<file path="src/rtl/if_fetch_unit_pkg.sv">
// Shared definitions for the instruction-fetch stage: state encoding,
// queue entry layout and fetch defaults.
package if_fetch_unit_pkg;

    localparam logic [31:0] NOP_INSTR        = 32'b0;
    localparam logic [31:0] DEFAULT_RESET_PC = 32'h0000_0000;
    localparam int          BUF_DEPTH        = 2;

    localparam logic [1:0] FETCH_IDLE = 2'd0;
    localparam logic [1:0] FETCH_BUSY = 2'd1;
    localparam logic [1:0] FETCH_DROP = 2'd2;

    typedef struct packed {
        logic [31:0] pc_4;
        logic [31:0] instr;
    } fetch_entry_t;

    function automatic logic [31:0] align_word(input logic [31:0] addr);
        return addr & 32'hFFFF_FFFC;
    endfunction

endpackage

</file>
<file path="src/rtl/if_fetch_unit_fetch_buf.sv">
// Two-entry FIFO holding {PC+4, instruction} pairs between instruction
// memory and the IF/ID register; flush wins over push and pop.
module fetch_buf
    import if_fetch_unit_pkg::*;
(
    input  logic        clk,
    input  logic        rst_ni,
    input  logic        push_i,
    input  logic [63:0] push_data_i,
    input  logic        pop_i,
    input  logic        flush_i,
    output logic [1:0]  cnt_o,
    output logic [63:0] head_o
);

    logic             wr_ptr_q, wr_ptr_d;
    logic             rd_ptr_q, rd_ptr_d;
    logic [1:0]       cnt_q, cnt_d;
    logic [1:0][63:0] entries;

    for (genvar gi = 0; gi < BUF_DEPTH; gi++) begin : g_entry
        logic [63:0] entry_q;

        always_ff @(posedge clk or negedge rst_ni) begin
            if (!rst_ni) begin
                entry_q <= '0;
            end else if (push_i && !flush_i && (wr_ptr_q == 1'(gi))) begin
                entry_q <= push_data_i;
            end
        end

        assign entries[gi] = entry_q;
    end

    always_comb begin
        wr_ptr_d = wr_ptr_q;
        rd_ptr_d = rd_ptr_q;
        cnt_d    = cnt_q;
        if (flush_i) begin
            wr_ptr_d = 1'b0;
            rd_ptr_d = 1'b0;
            cnt_d    = 2'd0;
        end else begin
            if (push_i) begin
                wr_ptr_d = ~wr_ptr_q;
            end
            if (pop_i) begin
                rd_ptr_d = ~rd_ptr_q;
            end
            cnt_d = cnt_q + {1'b0, push_i} - {1'b0, pop_i};
        end
    end

    always_ff @(posedge clk or negedge rst_ni) begin
        if (!rst_ni) begin
            wr_ptr_q <= 1'b0;
            rd_ptr_q <= 1'b0;
            cnt_q    <= 2'd0;
        end else begin
            wr_ptr_q <= wr_ptr_d;
            rd_ptr_q <= rd_ptr_d;
            cnt_q    <= cnt_d;
        end
    end

    assign cnt_o  = cnt_q;
    assign head_o = entries[rd_ptr_q];

endmodule

</file>
<file path="src/rtl/if_fetch_unit.sv">
// Fetch stage: owns the PC, runs one outstanding req/ack transfer at a
// time and feeds a 2-entry instruction queue ahead of IF/ID.
module if_fetch_unit
    import if_fetch_unit_pkg::*;
#(
    parameter logic [31:0] RESET_PC = DEFAULT_RESET_PC
) (
    input  logic        clk,
    input  logic        reset,
    input  logic        Hold,
    input  logic        Redirect,
    input  logic [31:0] Redirect_PC,
    output logic        IMem_Req,
    output logic [31:0] IMem_Addr,
    input  logic        IMem_Ack,
    input  logic [31:0] IMem_Data,
    output logic        IF_Valid,
    output logic [31:0] IF_PC_4,
    output logic [31:0] IF_Instruct
);

    logic [1:0]   state_q, state_d;
    logic [31:0]  pc_q, pc_d;
    logic         req_q, req_d;
    logic [31:0]  addr_q, addr_d;

    logic         push, pop, flush;
    logic [1:0]   cnt;
    logic [2:0]   cnt_after_push;
    logic [31:0]  pc_plus4;
    logic [31:0]  redir_pc;
    logic [63:0]  head_raw;
    fetch_entry_t head;
    fetch_entry_t push_entry;

    assign IF_Valid       = (cnt != 2'd0);
    assign pop            = IF_Valid & ~Hold & ~Redirect;
    assign flush          = Redirect;
    assign pc_plus4       = pc_q + 32'd4;
    assign redir_pc       = align_word(Redirect_PC);
    assign cnt_after_push = {1'b0, cnt} + 3'd1 - {2'b00, pop};
    assign push_entry     = '{pc_4: pc_plus4, instr: IMem_Data};

    always_comb begin
        state_d = state_q;
        pc_d    = pc_q;
        req_d   = req_q;
        addr_d  = addr_q;
        push    = 1'b0;
        case (state_q)
            FETCH_IDLE: begin
                if (Redirect) begin
                    pc_d = redir_pc;
                end else if (cnt < 2'd2) begin
                    state_d = FETCH_BUSY;
                    req_d   = 1'b1;
                    addr_d  = pc_q;
                end
            end
            FETCH_BUSY: begin
                if (IMem_Ack && !Redirect) begin
                    push = 1'b1;
                    pc_d = pc_plus4;
                    // Keep streaming only while the queue still has room after this push.
                    if (cnt_after_push < 3'd2) begin
                        addr_d = pc_plus4;
                    end else begin
                        state_d = FETCH_IDLE;
                        req_d   = 1'b0;
                    end
                end else if (IMem_Ack && Redirect) begin
                    pc_d    = redir_pc;
                    req_d   = 1'b0;
                    state_d = FETCH_IDLE;
                end else if (Redirect) begin
                    pc_d    = redir_pc;
                    state_d = FETCH_DROP;
                end
            end
            FETCH_DROP: begin
                if (IMem_Ack) begin
                    req_d   = 1'b0;
                    state_d = FETCH_IDLE;
                end
                if (Redirect) begin
                    pc_d = redir_pc;
                end
            end
            default: begin
                state_d = FETCH_IDLE;
                req_d   = 1'b0;
            end
        endcase
    end

    always_ff @(posedge clk or negedge reset) begin
        if (!reset) begin
            state_q <= FETCH_IDLE;
            pc_q    <= RESET_PC;
            req_q   <= 1'b0;
            addr_q  <= 32'h0;
        end else begin
            state_q <= state_d;
            pc_q    <= pc_d;
            req_q   <= req_d;
            addr_q  <= addr_d;
        end
    end

    fetch_buf u_fetch_buf (
        .clk         (clk),
        .rst_ni      (reset),
        .push_i      (push),
        .push_data_i (push_entry),
        .pop_i       (pop),
        .flush_i     (flush),
        .cnt_o       (cnt),
        .head_o      (head_raw)
    );

    // IF_* come only from queue registers, never from the memory inputs.
    assign head        = fetch_entry_t'(head_raw);
    assign IMem_Req    = req_q;
    assign IMem_Addr   = addr_q;
    assign IF_PC_4     = IF_Valid ? head.pc_4  : 32'h0;
    assign IF_Instruct = IF_Valid ? head.instr : NOP_INSTR;

endmodule

</file>
<file path="config.mk">
export PLATFORM = sky130hd
export DESIGN_NAME = if_fetch_unit
export DESIGN_NICKNAME = d
export VERILOG_FILES = /design/src/rtl/if_fetch_unit_pkg.sv /design/src/rtl/if_fetch_unit_fetch_buf.sv /design/src/rtl/if_fetch_unit.sv
export SDC_FILE = /design/constraint.sdc
export NUM_CORES = 1
export LEC_CHECK = 0
export CORE_MARGIN = 3
export CORE_UTILIZATION = 50
export CTS_BUF_LIST = sky130_fd_sc_hd__clkbuf_8
export CTS_CLUSTER_SIZE = 40
export DETAILED_ROUTE_END_ITERATION = 6
export PLACE_DENSITY_LB_ADDON = 0.08
export SYNTH_ARGS = -nofsm -noshare
export SYNTH_HDL_FRONTEND = slang
export SYNTH_SLANG_ARGS = --single-unit
</file>
<file path="constraint.sdc">
create_clock -name clk -period 2.6 [get_ports clk]
set_input_delay 0.52 -clock clk [delete_from_list [all_inputs] [get_ports clk]]
set_output_delay 0.52 -clock clk [all_outputs]
set_load 0.05 [all_outputs]
</file>
* Word level (Yosys, flattened, before mapping)
Cells that the tools add are included.
Word-level totals: word-level logic and storage cells 84, latch bits 0, input port bits 69, bits in writable memories 0, register bits after elaboration 199, bits in read-only memories 0, memories 0, output and inout bits 98
Cells by class: multipliers 0, order comparisons 3, reductions and logical operators 16, equal/unequal tests 10, shifts and indexed selects 0, multiplexer cells 35, add/sub/neg operators 5, div/mod/pow operators 0, bitwise gates (word level) 6
Operators by type and width (count):
- two-way mux 32 bit | 9
- two-way mux 64 bit | 2
- one-hot mux 32 bit (2 select lines) | 2
- adder 32 x 3 -> 32 bit (second input constant) | 1
- two-way mux 2 bit | 8
- AND reduction 5 bit | 3
- two-way mux 1 bit | 12
- inequality test 2 bit (second input constant) | 5
- nonzero test 2 bit | 5
- inequality test 3 bit (second input constant) | 2
- one-hot mux 2 bit (3 select lines) | 1
- logical AND 1 bit | 5
- inequality test 4 bit (second input constant) | 1
- NOT 1 bit | 4
- adder 2 x 1 -> 3 bit (second input constant) | 1
- less-than comparator 3 x 2 -> 1 bit (second input constant) | 1
- one-hot mux 1 bit (3 select lines) | 1
- subtractor 3 x 1 -> 3 bit | 1
- adder 2 x 1 -> 2 bit | 1
- bitwise AND 1 bit | 2
- equality test 2 x 1 -> 1 bit (second input constant) | 1
- equality test 2 bit (second input constant) | 1
- zero test 2 bit | 1
- less-than comparator 1 x 2 -> 1 bit (second input constant) | 1
- other kinds (4) | 4

* Depth between registers and ports, before layout
depth after elaboration 8, mapped depth 10

* Cells and area by module
From an unflattened synthesis, not the netlist that was laid out.
Second synthesis, totals: cells, all modules 940, area, all modules 10751.6 µm²
By module, submodules not included:
- fetch_buf | cells an instance 358, times used 1, area each 6048.3 µm²
- if_fetch_unit | cells an instance 582, times used 1, area each 4703.3 µm²

* Worst setup path before layout
No wires, ideal clock.
path kind register -> output, start point reg u_fetch_buf.rd_ptr_q, end point out IF_Instruct[22], buffers on the path 2, setup slack 0.148 ns, cell stages (with the launch flop) 5, arrival time 1.932 ns, data required time 2.080 ns, path through dfrtp_1 clkbuf_1 clkbuf_1 mux2i_1 nor2_1
On the way: word-level cells in the longest chain between the ends 3
Ends and longest elaborated chain:
- from (decl) | RTL line if_fetch_unit_fetch_buf.sv:17 | logic rd_ptr_q, rd_ptr_d;
- from (signal assigned) | RTL line if_fetch_unit_fetch_buf.sv:61 | rd_ptr_q <= rd_ptr_d;
- two-way mux 64 bit (implied by the code) (2 in a row) | RTL line if_fetch_unit_fetch_buf.sv:67 | assign head_o = entries[rd_ptr_q];
- two-way mux 32 bit | RTL line if_fetch_unit.sv:126 | assign IF_Instruct = IF_Valid ? head.instr : NOP_INSTR;
- to (decl) | RTL line if_fetch_unit.sv:19 | output logic [31:0] IF_Instruct
Every way passes these cells. The select of a mux whose other input is x is not followed.

* Worst setup path in the final report
start point reg u_fetch_buf.rd_ptr_q, end point out IF_Instruct[31]
Same word-level chain as after synthesis.

==> summary.md <==
| Metric | Value |
|---|---|
| Run status | complete, no violations |
| Starting Density | 51.2% |
| Met1 Usage GRT | 32.8% |
| Register area | 0.00498 mm^2 |
| Top cell type's share of synthesized area | 49.8% |
| Post-Syn Area | 0.00999 mm^2 |
| Max FO, Critical Path | 28 |
| # IOs | 167 |
| CP Launch Type | flop |
| CP max stage cell | dfrtp_4 |
| Synth unique cells | 56 |
| Critical Path AT | 1.90 ns |
| Worst Path Class, Setup | flop to output port |
| Fmax | 413 MHz |
| FILL cells | 1680 |
| Top cells by count, synth | 199 x dfrtp_1, 161 x nor2_1, 84 x a21oi_1 |
| # rows | 51 |
| TritonCTS clock tree | yes |
| RSZ-0062 raised after global routing | no |
| Max_slew headroom | 59.8% |
| Die X | 147 um |
| Critical Path RT | 2.08 ns |
| Max incr delay on CP | 0.64 ns |
| Inserted Clock Buffers | 17 |
| Clock-pin slew on the worst setup and hold paths | 0.11 ns |
| Pre-CTS WS | 0.0844 ns |
| Number of flops mapped to enable cells by yosys | 0 |
| Post-Synthesis Cells | 1003 |
| Most common cell in the netlist | dfrtp_1 |
| Remaining global-route overflow | 0 |
| H-tree Lvls | 4 |
| Clk root buf | clkbuf_8 |
| Die ar. | 0.0217 mm^2 |
| Vias in the first global route | 7314 |
| Core footprint | 0.0195 mm^2 |
| Worst path buffer plus inverter count | 2 |
| #FFs+latches synth | 199 |
| Pin count of the biggest net entering global routing | 65 |
| Core Util, Final | 64.3% |
| Busiest grt layer | met2 |
| Ranking of synthesized cells by area | dfrtp_1 50%, mux2_2 8.1%, mux2i_1 6.8%, nor2_1 6.0%, a21oi_1 4.2% |
| Async S/R FF share, synth | 100% |
| Final worst slack | 0.176 ns |
| Drt drc | 0 |
| Drt pass-1 iters | 5 |
| TritonCTS Sinks | 199 |
| Drt wl/cell | 16.9 um |
| VDD IR max | 0.000411 V |
| Die Y | 147 um |
| Syn nets | 1076 |
| All-Layer GR Usage | 22.6% |
| Post-CTS Setup Repair Bufs | 1 |
| Tightest Pin Transition | 0.598 ns |
| Detail Placement HPWL | 16.9 mm |
| Multi-input logic area | 0.00461 mm^2 |
| Clock power frac | 18.5% |
| Switching power | 4300 uW |
| Vias per cell | 5.38 |
| Clk_skew | 0.0192 ns |
| Shortest period the worst path allows | 2.42 ns |
| Hold buffer count at CTS | 0 |
| Pint | 6640 uW |
| First-pass GRT wire length | 39.2 mm |
| Max Cap Viol | 0 |
| Syn avg cell area | 9.96 um^2 |
| Worst-skew pair later-pin latency | 0.48 ns |
| CP cell instances | buf_12 -> mux2i_1 -> nor2_1 -> buf_4 |
| Crit. End Element | output port |
| # port buffers | 164 |
| Final Non-Filler Cells | 1423 |
| Clock Tree Buf Depth | 2 |
| Met3 usage | 3.73% |
| CTS resizes | 0 |
| Switch share | 39.3% |
| Fin. max-slew vios | 0 |
| Sequential share of power | 42.9% |
| Post-route ant nets | 0 |
| Placed Cells incl. Taps | 1390 |
| Initial antenna violation count | 0 |
| Area leader, netlist | dfrtp_1 |
| Ys flop type | dfrtp_1 |
| Layout cells sized above 1 | 19.9% |
| WL final | 24.1 mm |
| Met2 Use GR | 35.7% |
| Nets | 1218 |
| Antenna cells | 0 |
| Top Family by Delay on Critical Path | flip-flops |
| Synth Warn # | 0 |
| Power per cell area | 872 mW/mm^2 |
| Hold WC Path Type | input port to async pin |
| Combinational Power Share | 38.6% |
| P_leak | 0.00521 uW |
| Final worst path period share | 93.2% |
| Aggregate negative setup slack | 0 ns |
| Placer congestion estimate | 0.921 |
| Via count | 7650 |
| Syn-to-layout area delta | 25.7% |
| Seq/Total Area, Yosys | 49.8% |
| Final-report hold violation count | 0 |
| Starting DRT DRC Count | 417 |
| Final setup violating endpoints | 0 |
-- power by group through the flow --
stage,clock network [uW],logic (uW),registers (uW)
3_5_place_dp,0,4240,4770
2_1_floorplan,0,2420,5070
5_1_grt,2200,4570,4830
3_3_place_gp,0,4180,4740
6_report,2020,4220,4700
4_1_cts,2080,4270,4700
-- registers in the layout (all words and copies together) (netlist names) --
signal                       cells
u_fetch_buf.cnt_o                2
u_fetch_buf.g_entry.entry_q    128
u_fetch_buf.rd_ptr_q             1
state_q                          2
IMem_Req                         1
IMem_Addr                       32
u_fetch_buf.wr_ptr_q             1
pc_q                            32
-- worst paths after layout --
check / cells past startpoint / slack [ns] / from / end
worst max-delay path: 4 / 0.18 / u_fetch_buf.rd_ptr_q$_DFFE_PN0P_ / IF_Instruct[31]
worst min-delay path: 1 / 0.02 / reset / u_fetch_buf.g_entry[0].entry_q[8]$_DFFE_PN0P_
worst max register to register: 6 / 0.30 / pc_q[5]$_DFFE_PN0P_ / u_fetch_buf.g_entry[0].entry_q[53]$_DFFE_PN0P_
worst min register to register: 2 / 0.49 / u_fetch_buf.g_entry[1].entry_q[59]$_DFFE_PN0P_ / u_fetch_buf.g_entry[1].entry_q[59]$_DFFE_PN0P_
max in group asynchronous: 2 / 1.86 / reset / u_fetch_buf.g_entry[0].entry_q[28]$_DFFE_PN0P_
min in group clk: 2 / 0.49 / u_fetch_buf.g_entry[1].entry_q[59]$_DFFE_PN0P_ / u_fetch_buf.g_entry[1].entry_q[59]$_DFFE_PN0P_
-- kinds of logic (layout without fill, tap and decap cells) --
family	Yosys count	count (layout)	synth area share [%]
buf+inv	96	251	4.20
mux	140	140	14.9
compound gates	179	179	10.1
flops	199	199	49.8
xor+xnor	59	59	5.17
simple gates	326	326	15.3
fa+ha+maj	4	4	0.501
-- routing by layer --
layer	part of all wire, %	routed length, um	vias to the layer above
li1	-	-	3724
met1	47	11400	3704
met2	47	11300	206
met3	4.5	1080	16
met4	1.1	263	0
met5	0	0	-
-- area by class of cell --
cell class	instances	share of cell area [%]
inverter	16	0.478
clock inverter	14	1.25
sequential	199	39.7
multi-input combinational	708	36.8
timing repair buffer	203	17.2
tap	265	2.64
clock buffer	18	1.97
-- placed cells by master, fill, tap and decap left out, types with 4 or more instances in the layout --
master,n
a21oi_1,84
and2_1,6
buf_12,30
buf_4,73
clkbuf_8,19
clkdlybuf4s50_1,98
dfrtp_1,198
ha_1,4
inv_1,16
inv_8,5
mux2_2,72
mux2i_1,68
nand2_1,72
nand3_1,28
nand4_1,16
nor2_1,159
nor2b_1,4
nor3_1,8
nor3_2,4
o21ai_0,50
o21ai_1,6
o22ai_1,10
xnor2_1,27
xor2_1,32
-- worst register-to-register path: stages (launching register included) --
cell	delay (ns)
dfrtp_1	0.60
nand4_4	0.29
nor4_2	0.60
buf_4	0.26
nand2_1	0.09
xor2_1	0.25
a21oi_1	0.10
-- through the flow --
step           area, um^2  power [uW]  hold slack (ns)
4_1_cts             12600       11000           0.0170
3_5_place_dp        12100        9010            0.471
5_1_grt             12600       11600           0.0392
3_3_place_gp        12100        8920            0.460
6_report            12600       10900           0.0207
2_1_floorplan        9990        7500            0.224
Note: power is estimated with default switching activity, not from simulation.
